--- src/rtl/pong_ball_ctrl_pkg.sv ---
// Shared types and helpers for the Pong ball engine: FSM encoding, screen
// defaults and the speed saturation step.
package pong_ball_ctrl_pkg;

    typedef enum logic [1:0] {
        ST_SERVE  = 2'd0,
        ST_PLAY   = 2'd1,
        ST_SCORED = 2'd2
    } state_t;

    localparam int SCREEN_X_MAX = 639;
    localparam int SCREEN_Y_MAX = 479;
    localparam int POS_W        = 10;
    localparam int NXT_W        = 11;
    localparam int SPD_W        = 8;

    function automatic logic [SPD_W-1:0] sat_inc(input logic [SPD_W-1:0] s,
                                                 input logic [SPD_W-1:0] lim);
        return (s < lim) ? s + 1'b1 : s;
    endfunction

endpackage

--- src/rtl/pong_ball_ctrl_if.sv ---
// Bundle between the ball engine and its neighbours: paddle boxes and scan
// position in, ball position, pixel flag and score/serve status out.
interface pong_ball_ctrl_if;
    logic [9:0] pad1_t, pad1_b, pad1_l, pad1_r;
    logic [9:0] pad2_t, pad2_b, pad2_l, pad2_r;
    logic [9:0] x, y;
    logic       ball_on;
    logic [9:0] ball_x, ball_y;
    logic       score1, score2;
    logic       serving;

    modport master (
        output pad1_t, pad1_b, pad1_l, pad1_r,
        output pad2_t, pad2_b, pad2_l, pad2_r,
        output x, y,
        input  ball_on, ball_x, ball_y, score1, score2, serving
    );

    modport slave (
        input  pad1_t, pad1_b, pad1_l, pad1_r,
        input  pad2_t, pad2_b, pad2_l, pad2_r,
        input  x, y,
        output ball_on, ball_x, ball_y, score1, score2, serving
    );
endinterface

--- src/rtl/pong_ball_ctrl_render.sv ---
// Pixel-layer test: is the current scan position inside the ball?
// Zero-latency combinational; circular or square footprint.
module pong_ball_ctrl_render #(
    parameter int BALL_SIZE = 10,
    parameter bit ROUND     = 1'b1
) (
    input  logic [9:0] x,
    input  logic [9:0] y,
    input  logic [9:0] ball_x,
    input  logic [9:0] ball_y,
    output logic       ball_on
);
    localparam int          HALF   = BALL_SIZE / 2;
    localparam logic [11:0] SIZE_M1 = 12'(BALL_SIZE - 1);
    localparam logic [20:0] R_SQ   = 21'(HALF * HALF);
    localparam logic signed [11:0] HALF_S = 12'(HALF);

    logic              in_box;
    logic signed [11:0] dx, dy;
    logic [9:0]        adx, ady;
    logic [19:0]       dx_sq, dy_sq;
    logic [20:0]       dist_sq;

    always_comb begin
        in_box = ({2'b00, x} >= {2'b00, ball_x}) && ({2'b00, x} <= {2'b00, ball_x} + SIZE_M1) &&
                 ({2'b00, y} >= {2'b00, ball_y}) && ({2'b00, y} <= {2'b00, ball_y} + SIZE_M1);
        // Centre sits between pixels for an even size; offsets are taken from ball_x+HALF.
        dx      = $signed({2'b00, x}) - $signed({2'b00, ball_x}) - HALF_S;
        dy      = $signed({2'b00, y}) - $signed({2'b00, ball_y}) - HALF_S;
        adx     = dx[11] ? 10'(-dx) : 10'(dx);
        ady     = dy[11] ? 10'(-dy) : 10'(dy);
        dx_sq   = 20'(adx) * 20'(adx);
        dy_sq   = 20'(ady) * 20'(ady);
        dist_sq = {1'b0, dx_sq} + {1'b0, dy_sq};
        ball_on = ROUND ? (in_box && (dist_sq <= R_SQ)) : in_box;
    end
endmodule

--- src/rtl/pong_ball_ctrl.sv ---
// Ball engine: serve/play/scored FSM, per-frame motion with wall and paddle
// bounces, speed-up after repeated hits, and one-clock score pulses.
module pong_ball_ctrl
    import pong_ball_ctrl_pkg::*;
#(
    parameter int X_MAX         = SCREEN_X_MAX,
    parameter int Y_MAX         = SCREEN_Y_MAX,
    parameter int BALL_SIZE     = 10,
    parameter bit ROUND         = 1'b1,
    parameter int SPEED_INIT    = 1,
    parameter int SPEED_MAX     = 4,
    parameter int HITS_PER_STEP = 4,
    parameter int SERVE_FRAMES  = 60,
    parameter int TICK_Y        = 481
) (
    input  logic            clk,
    input  logic            reset,
    pong_ball_ctrl_if.slave bus
);
    localparam int FC_W = $clog2(SERVE_FRAMES + 1);
    localparam int HC_W = $clog2(HITS_PER_STEP + 1);

    localparam logic [9:0]       X_C      = 10'((X_MAX + 1 - BALL_SIZE) / 2);
    localparam logic [9:0]       Y_C      = 10'((Y_MAX + 1 - BALL_SIZE) / 2);
    localparam logic [FC_W-1:0]  FC_LAST  = FC_W'(SERVE_FRAMES - 1);
    localparam logic [HC_W-1:0]  HC_LAST  = HC_W'(HITS_PER_STEP - 1);
    localparam logic [SPD_W-1:0] SPD_INIT = SPD_W'(SPEED_INIT);
    localparam logic [SPD_W-1:0] SPD_MAX  = SPD_W'(SPEED_MAX);

    localparam logic signed [NXT_W-1:0] ZERO_S = '0;
    localparam logic signed [NXT_W-1:0] ONE_S  = NXT_W'(1);
    localparam logic signed [NXT_W-1:0] BS_S   = NXT_W'(BALL_SIZE);
    localparam logic signed [NXT_W-1:0] BS_M1  = NXT_W'(BALL_SIZE - 1);
    localparam logic signed [NXT_W-1:0] XMAX_S = NXT_W'(X_MAX);
    localparam logic signed [NXT_W-1:0] YMAX_S = NXT_W'(Y_MAX);
    localparam logic signed [NXT_W-1:0] Y_BOT  = NXT_W'(Y_MAX - BALL_SIZE + 1);

    state_t           state;
    logic [9:0]       ball_x, ball_y;
    logic             dir_x, dir_y;
    logic [SPD_W-1:0] speed;
    logic [HC_W-1:0]  hit_cnt;
    logic [FC_W-1:0]  frame_cnt;
    logic             score1, score2;

    logic                     tick;
    logic signed [NXT_W-1:0]  spd_s, x_cur, y_cur, x_next, y_next, y_new;
    logic signed [NXT_W-1:0]  p1t, p1b, p1l, p1r, p2t, p2b, p2l, p2r;
    logic                     top_hit, bot_hit, dir_y_new;
    logic                     ovl1, ovl2, hit1, hit2, hit, out_left, out_right;
    logic [9:0]               x_hit;

    assign tick = (bus.y == 10'(TICK_Y)) && (bus.x == 10'd0);

    // Motion and collision for the next frame, all in 11-bit signed so nothing wraps.
    always_comb begin
        spd_s  = $signed(NXT_W'(speed));
        x_cur  = $signed({1'b0, ball_x});
        y_cur  = $signed({1'b0, ball_y});
        x_next = dir_x ? x_cur + spd_s : x_cur - spd_s;
        y_next = dir_y ? y_cur + spd_s : y_cur - spd_s;

        top_hit   = (y_next <= ZERO_S);
        bot_hit   = (y_next + BS_M1 >= YMAX_S);
        y_new     = top_hit ? ZERO_S : (bot_hit ? Y_BOT : y_next);
        dir_y_new = top_hit ? 1'b1 : (bot_hit ? 1'b0 : dir_y);

        p1t = $signed({1'b0, bus.pad1_t});
        p1b = $signed({1'b0, bus.pad1_b});
        p1l = $signed({1'b0, bus.pad1_l});
        p1r = $signed({1'b0, bus.pad1_r});
        p2t = $signed({1'b0, bus.pad2_t});
        p2b = $signed({1'b0, bus.pad2_b});
        p2l = $signed({1'b0, bus.pad2_l});
        p2r = $signed({1'b0, bus.pad2_r});

        ovl1 = (x_next <= p1r) && (x_next + BS_M1 >= p1l) && (y_new <= p1b) && (y_new + BS_M1 >= p1t);
        ovl2 = (x_next <= p2r) && (x_next + BS_M1 >= p2l) && (y_new <= p2b) && (y_new + BS_M1 >= p2t);
        // Only a paddle the ball is heading into can bounce it, so it never sticks.
        hit1 = !dir_x && ovl1;
        hit2 = dir_x && ovl2;
        hit  = hit1 || hit2;
        x_hit = hit1 ? 10'(p1r + ONE_S) : 10'(p2l - BS_S);

        out_left  = (x_next < ZERO_S);
        out_right = (x_next + BS_M1 > XMAX_S);
    end

    always_ff @(posedge clk) begin
        if (reset) begin
            state     <= ST_SERVE;
            ball_x    <= X_C;
            ball_y    <= Y_C;
            dir_x     <= 1'b1;
            dir_y     <= 1'b1;
            speed     <= SPD_INIT;
            hit_cnt   <= '0;
            frame_cnt <= '0;
            score1    <= 1'b0;
            score2    <= 1'b0;
        end else begin
            score1 <= 1'b0;
            score2 <= 1'b0;
            if (tick) begin
                case (state)
                    ST_SERVE: begin
                        if (frame_cnt == FC_LAST) begin
                            state     <= ST_PLAY;
                            frame_cnt <= '0;
                        end else begin
                            frame_cnt <= frame_cnt + 1'b1;
                        end
                    end
                    ST_PLAY: begin
                        if (hit) begin
                            ball_x <= x_hit;
                            ball_y <= y_new[9:0];
                            dir_x  <= ~dir_x;
                            dir_y  <= dir_y_new;
                            if (hit_cnt == HC_LAST) begin
                                hit_cnt <= '0;
                                speed   <= sat_inc(speed, SPD_MAX);
                            end else begin
                                hit_cnt <= hit_cnt + 1'b1;
                            end
                        end else if (out_left) begin
                            score2 <= 1'b1;
                            dir_x  <= 1'b0;
                            state  <= ST_SCORED;
                        end else if (out_right) begin
                            score1 <= 1'b1;
                            dir_x  <= 1'b1;
                            state  <= ST_SCORED;
                        end else begin
                            ball_x <= x_next[9:0];
                            ball_y <= y_new[9:0];
                            dir_y  <= dir_y_new;
                        end
                    end
                    ST_SCORED: begin
                        state     <= ST_SERVE;
                        ball_x    <= X_C;
                        ball_y    <= Y_C;
                        speed     <= SPD_INIT;
                        hit_cnt   <= '0;
                        frame_cnt <= '0;
                        dir_y     <= ~dir_y;
                    end
                    default: state <= ST_SERVE;
                endcase
            end
        end
    end

    assign bus.ball_x  = ball_x;
    assign bus.ball_y  = ball_y;
    assign bus.score1  = score1;
    assign bus.score2  = score2;
    assign bus.serving = (state == ST_SERVE);

    pong_ball_ctrl_render #(
        .BALL_SIZE (BALL_SIZE),
        .ROUND     (ROUND)
    ) u_render (
        .x       (bus.x),
        .y       (bus.y),
        .ball_x  (ball_x),
        .ball_y  (ball_y),
        .ball_on (bus.ball_on)
    );
endmodule

--- src/flat_wrapper.sv ---
// flat-port wrapper written by rule: the top's interface ports become plain ports
module pong_ball_ctrl_flat import pong_ball_ctrl_pkg::*;
#(
    parameter int X_MAX         = SCREEN_X_MAX,
    parameter int Y_MAX         = SCREEN_Y_MAX,
    parameter int BALL_SIZE     = 10,
    parameter bit ROUND         = 1'b1,
    parameter int SPEED_INIT    = 1,
    parameter int SPEED_MAX     = 4,
    parameter int HITS_PER_STEP = 4,
    parameter int SERVE_FRAMES  = 60,
    parameter int TICK_Y        = 481
)
  (clk, reset, bus_pad1_t, bus_pad1_b, bus_pad1_l, bus_pad1_r, bus_pad2_t, bus_pad2_b, bus_pad2_l, bus_pad2_r, bus_x, bus_y, bus_ball_on, bus_ball_x, bus_ball_y, bus_score1, bus_score2, bus_serving);
  pong_ball_ctrl_if bus_i ();
  input  logic clk;
  input  logic reset;
  input wire logic [$bits(bus_i.pad1_t)-1:0] bus_pad1_t;
  input wire logic [$bits(bus_i.pad1_b)-1:0] bus_pad1_b;
  input wire logic [$bits(bus_i.pad1_l)-1:0] bus_pad1_l;
  input wire logic [$bits(bus_i.pad1_r)-1:0] bus_pad1_r;
  input wire logic [$bits(bus_i.pad2_t)-1:0] bus_pad2_t;
  input wire logic [$bits(bus_i.pad2_b)-1:0] bus_pad2_b;
  input wire logic [$bits(bus_i.pad2_l)-1:0] bus_pad2_l;
  input wire logic [$bits(bus_i.pad2_r)-1:0] bus_pad2_r;
  input wire logic [$bits(bus_i.x)-1:0] bus_x;
  input wire logic [$bits(bus_i.y)-1:0] bus_y;
  output wire logic [$bits(bus_i.ball_on)-1:0] bus_ball_on;
  output wire logic [$bits(bus_i.ball_x)-1:0] bus_ball_x;
  output wire logic [$bits(bus_i.ball_y)-1:0] bus_ball_y;
  output wire logic [$bits(bus_i.score1)-1:0] bus_score1;
  output wire logic [$bits(bus_i.score2)-1:0] bus_score2;
  output wire logic [$bits(bus_i.serving)-1:0] bus_serving;
  assign bus_i.pad1_t = bus_pad1_t;
  assign bus_i.pad1_b = bus_pad1_b;
  assign bus_i.pad1_l = bus_pad1_l;
  assign bus_i.pad1_r = bus_pad1_r;
  assign bus_i.pad2_t = bus_pad2_t;
  assign bus_i.pad2_b = bus_pad2_b;
  assign bus_i.pad2_l = bus_pad2_l;
  assign bus_i.pad2_r = bus_pad2_r;
  assign bus_i.x = bus_x;
  assign bus_i.y = bus_y;
  assign bus_ball_on = bus_i.ball_on;
  assign bus_ball_x = bus_i.ball_x;
  assign bus_ball_y = bus_i.ball_y;
  assign bus_score1 = bus_i.score1;
  assign bus_score2 = bus_i.score2;
  assign bus_serving = bus_i.serving;
  pong_ball_ctrl #(.X_MAX(X_MAX), .Y_MAX(Y_MAX), .BALL_SIZE(BALL_SIZE), .ROUND(ROUND), .SPEED_INIT(SPEED_INIT), .SPEED_MAX(SPEED_MAX), .HITS_PER_STEP(HITS_PER_STEP), .SERVE_FRAMES(SERVE_FRAMES), .TICK_Y(TICK_Y)) u_core (.clk(clk), .reset(reset), .bus(bus_i));
endmodule
--- config.mk ---
export PLATFORM = sky130hd
export DESIGN_NAME = pong_ball_ctrl_flat
export DESIGN_NICKNAME = d
export VERILOG_FILES = /design/src/rtl/pong_ball_ctrl_pkg.sv /design/src/rtl/pong_ball_ctrl_if.sv /design/src/rtl/pong_ball_ctrl_render.sv /design/src/rtl/pong_ball_ctrl.sv /design/src/flat_wrapper.sv
export SDC_FILE = /design/constraint.sdc
export NUM_CORES = 1
export LEC_CHECK = 0
export ABC_CLOCK_PERIOD_IN_PS = 11100
export BUFFER_PORTS_ARGS = -buffer_cell sky130_fd_sc_hd__buf_2
export CAP_MARGIN = 15
export CORE_UTILIZATION = 40
export CTS_CLUSTER_DIAMETER = 150
export DETAILED_ROUTE_END_ITERATION = 16
export GPL_ROUTABILITY_DRIVEN = 0
export MAX_ROUTING_LAYER = met4
export SYNTH_ARGS = -nofsm -noshare
export SYNTH_HDL_FRONTEND = slang
export SYNTH_SLANG_ARGS = --single-unit
export TNS_END_PERCENT = 30
--- constraint.sdc ---
create_clock -name clk -period 11.1 [get_ports clk]
set_input_delay 1.11 -clock clk [delete_from_list [all_inputs] [get_ports clk]]
set_output_delay 1.11 -clock clk [all_outputs]
set_load 0.05 [all_outputs]
==> summary.txt <==
Outcome
  – Status: complete, no violations

Yosys
  – Ys async rst share: 0%
  – YS warnings: 0
  – Netlist cell types: 101
  – Mapped Cells: 1,826
  – Sequential share of the synthesized area: 5.905%
  – Top FF cell, synth: dfxtp_1
  – Syn nets: 2,305
  – Synthesized area: 14,580 um^2
  – Post-synth EDFFs: 0
  – Mean area per synthesized cell: 7.983 um^2
  – Yosys reg bits: 43

Timing
  – Relative slew margins: 39.17%
  – Final WS setup: 320.1 ps
  – Tcrit/Tclk final: 97.12%
  – Clk_skew: 12.02 ps
  – Worst slew pin tran: 899.8 ps
  – Max-slew violations: 0
  – TNS Setup: 0 ps
  – Post-layout minimum cycle time: 10,780 ps
  – Final hold violation count: 0
  – # setup viols final: 0
  – F_max: 92.77 MHz

Flow run
  – Max-cap check violation count: 0

GRT
  – Number of global-route vias before repair: 13,260
  – Total Routing Usage GR: 22.87%
  – Global route total overflow: 0
  – Largest net degree at the start of global routing: 26
  – Initial antenna violation count: 3
  – Global-route wire length before repair: 66.02 mm

Die
  – DIE WIDTH: 192.9 um
  – Total die area: 37,210 um^2
  – FP Rows: 69
  – Initial core utilization: 40.79%
  – Core Area: 35,740 um^2
  – Die height: 192.9 um
  – I/O pin cnt: 126

Clock tree
  – TritonCTS clock tree: done
  – Root buffer cell: clkbuf_16
  – Clk sinks: 43
  – Post-CTS Hold Fix Bufs: 0
  – Max H-tree Level: 2
  – Inserted Clock Buffers: 5
  – Worst skew pair latency: 300 ps
  – Clock Tree Buf Depth: 2
  – CTS clock-pin slew for the worst setup and hold paths: 60 ps

Placed design
  – DP HPWL: 34.95 mm
  – Cell Area, Placed: 16,380 um^2
  – Placed insts: 2,481
  – PortBufs: 125
  – Post-place setup slack: -285.9 ps

Drt
  – DRT Pass-1 Iters: 5
  – Final ANT Viol Nets: 0
  – DR iter-0 viols: 780
  – Detailed Route WL: 41.03 mm
  – Via count: 13,490
  – Via-per-instance ratio: 5.338
  – # DRC: 0
  – Routed length per instance: 16.24 um

Setup path
  – Startpoint Class: primary input
  – Critical Path Sink Type: output port
  – Cell seen most often among critical-path stages: fa_1
  – Crit path to: bus_ball_on
  – Crit-path slowest cell: fa_1
  – Maximum fanout along the worst path: 4
  – WP data arrival: 9670 ps
  – Data required, critical path: 9990 ps
  – Max stage delay on crit path: 560 ps
  – Crit path kind: in -> out
  – Worst R2R End: u_core.bus.ball_x[9]$_SDFFE_PP0P_
  – Crit. Startpoint: bus_y[1]
  – RR Startpoint: u_core.speed[0]$_SDFFE_PP1P_
  – R2r setup slk: 2140 ps
  – Reg2Reg Depth: 33

Layout
  – Fin area: 17,660 um^2
  – Share of cells above drive strength 1: 22.84%
  – Non-Filler Instances: 2,526
  – Area growth from synthesis to final layout: 21.16%
  – Layout Nets: 2,540
  – Filler instances: 3,513

Min path
  – Hold Crit Depth: 1
  – Hold Crit Class: reg -> reg
[how the worst min path moves through the flow]
stage | startpoint | end | slack (ps)
2_1_floorplan | u_core.hit_cnt[1]$_SDFFE_PP0P_ | u_core.hit_cnt[1]$_SDFFE_PP0P_ | 450
3_3_place_gp | u_core.hit_cnt[1]$_SDFFE_PP0P_ | u_core.hit_cnt[1]$_SDFFE_PP0P_ | 460
3_5_place_dp | u_core.hit_cnt[1]$_SDFFE_PP0P_ | u_core.hit_cnt[1]$_SDFFE_PP0P_ | 470
4_1_cts | u_core.hit_cnt[1]$_SDFFE_PP0P_ | u_core.hit_cnt[1]$_SDFFE_PP0P_ | 490
5_1_grt | u_core.hit_cnt[2]$_SDFFE_PP0P_ | u_core.hit_cnt[2]$_SDFFE_PP0P_ | 500
6_report | u_core.hit_cnt[1]$_SDFFE_PP0P_ | u_core.hit_cnt[1]$_SDFFE_PP0P_ | 490
[per-layer routing]
layer / share of wire [%] / vias up / track usage (%) / routed length (um)
met3: 4.5 / 58 / 2.528 / 1850
li1: - / 6681 / - / -
met1: 45 / 6428 / 29.06 / 18300
met5: 0 / - / - / 0
met2: 48 / 318 / 38.24 / 19770
met4: 2.7 / 0 / 6.340 / 1105
[synthesized netlist by cell type (all sizes together), types with 27 or more instances]
library cell | instances | area, um^2
a21o | 27 | 202.7
ha | 242 | 3028
fa | 135 | 2703
xnor2 | 89 | 820.8
nor3 | 38 | 190.2
xor2 | 44 | 400.4
nand2 | 96 | 362.8
inv | 327 | 1227
nand3 | 32 | 165.2
nand4 | 27 | 175.2
nor2 | 176 | 665.6
dfxtp | 43 | 860.8
a21oi | 99 | 495.5
nand2b | 32 | 200.2
o21ai | 68 | 351.6
[worst max-delay path: cells and delay by family]
kind                       cells  cell delay [ps]
and+or+nand+nor                9             2320
AOI/OAI and AO/OA              6              950
buffers and inverters          7              910
adders and majority gates      9             4120
xor gates and xnor gates       2              240
[per-stage QoR]
| stage | hold slack, ps | utilization (%) |
|---|---|---|
| 6_report | 489.6 | 49.42 |
| 5_1_grt | 499.4 | 49.42 |
| 4_1_cts | 485.9 | 46.67 |
| 3_5_place_dp | 466.8 | 45.84 |
| 3_3_place_gp | 463.3 | 45.84 |
| 2_1_floorplan | 446.2 | - |
[cells by family after synthesis]
logic type               share of synthesized area (%)
XOR/XNOR                                         8.377
buffers and inverters                            9.450
multiplexers                                     1.107
flip-flops                                       5.905
adder cells (fa/ha/maj)                          39.31
AO/OA/AOI/OAI                                    17.66
AND/OR/NAND/NOR                                  18.20
[state kept, by name, summed over array words and instances (netlist names)]
register and cells:
u_core.bus.ball_x 10, u_core.bus.ball_y 10, u_core.bus.score1 1, u_core.bus.score2 1, u_core.dir_x 1, u_core.dir_y 1
u_core.frame_cnt 6, u_core.hit_cnt 3, u_core.speed 8, u_core.state 2
[cell type report]
type	count	area, um^2	area share [%]
Clock inverter	3	46.29	0.2621
Timing Repair Buffer	256	1644	9.309
Antenna cell	3	7.507	0.04251
Inverter	328	1234	6.985
Clock buffer	5	125.1	0.7084
Tap cell	461	576.8	3.266
Multi-Input combinational cell	1427	13170	74.55
Sequential cell	43	860.8	4.874
[timing repair]
action                                  CTS  global route
pin swaps                                 6           103
endpoints found under the setup margin    1             1
buffers inserted                          1            33
gates resized for setup                  23           159
[cells in the final DEF, fill, tap and decap left out, types with 11 or more instances in the layout]
cell type,n
inv_1,306
ha_1,227
nor2_1,159
buf_4,125
buf_2,123
fa_1,119
a21oi_1,86
nand2_1,86
xnor2_1,67
o21ai_0,56
dfxtp_1,43
nor3_1,36
xor2_1,32
nand3_1,30
nand2b_1,29
a21o_1,27
nand4_1,26
o21a_1,25
inv_2,21
and3_1,18
xnor2_2,17
nor2b_1,16
fa_2,16
or2_2,15
or3_1,15
o22ai_1,14
nor4_1,12
xor2_2,11
a31oi_1,11
a211oi_1,11
o22a_1,11
ha_4,11
Power is left out: the tool's default activity adds up to more than one toggle a clock period on the data nets, which glitch-free logic cannot reach.
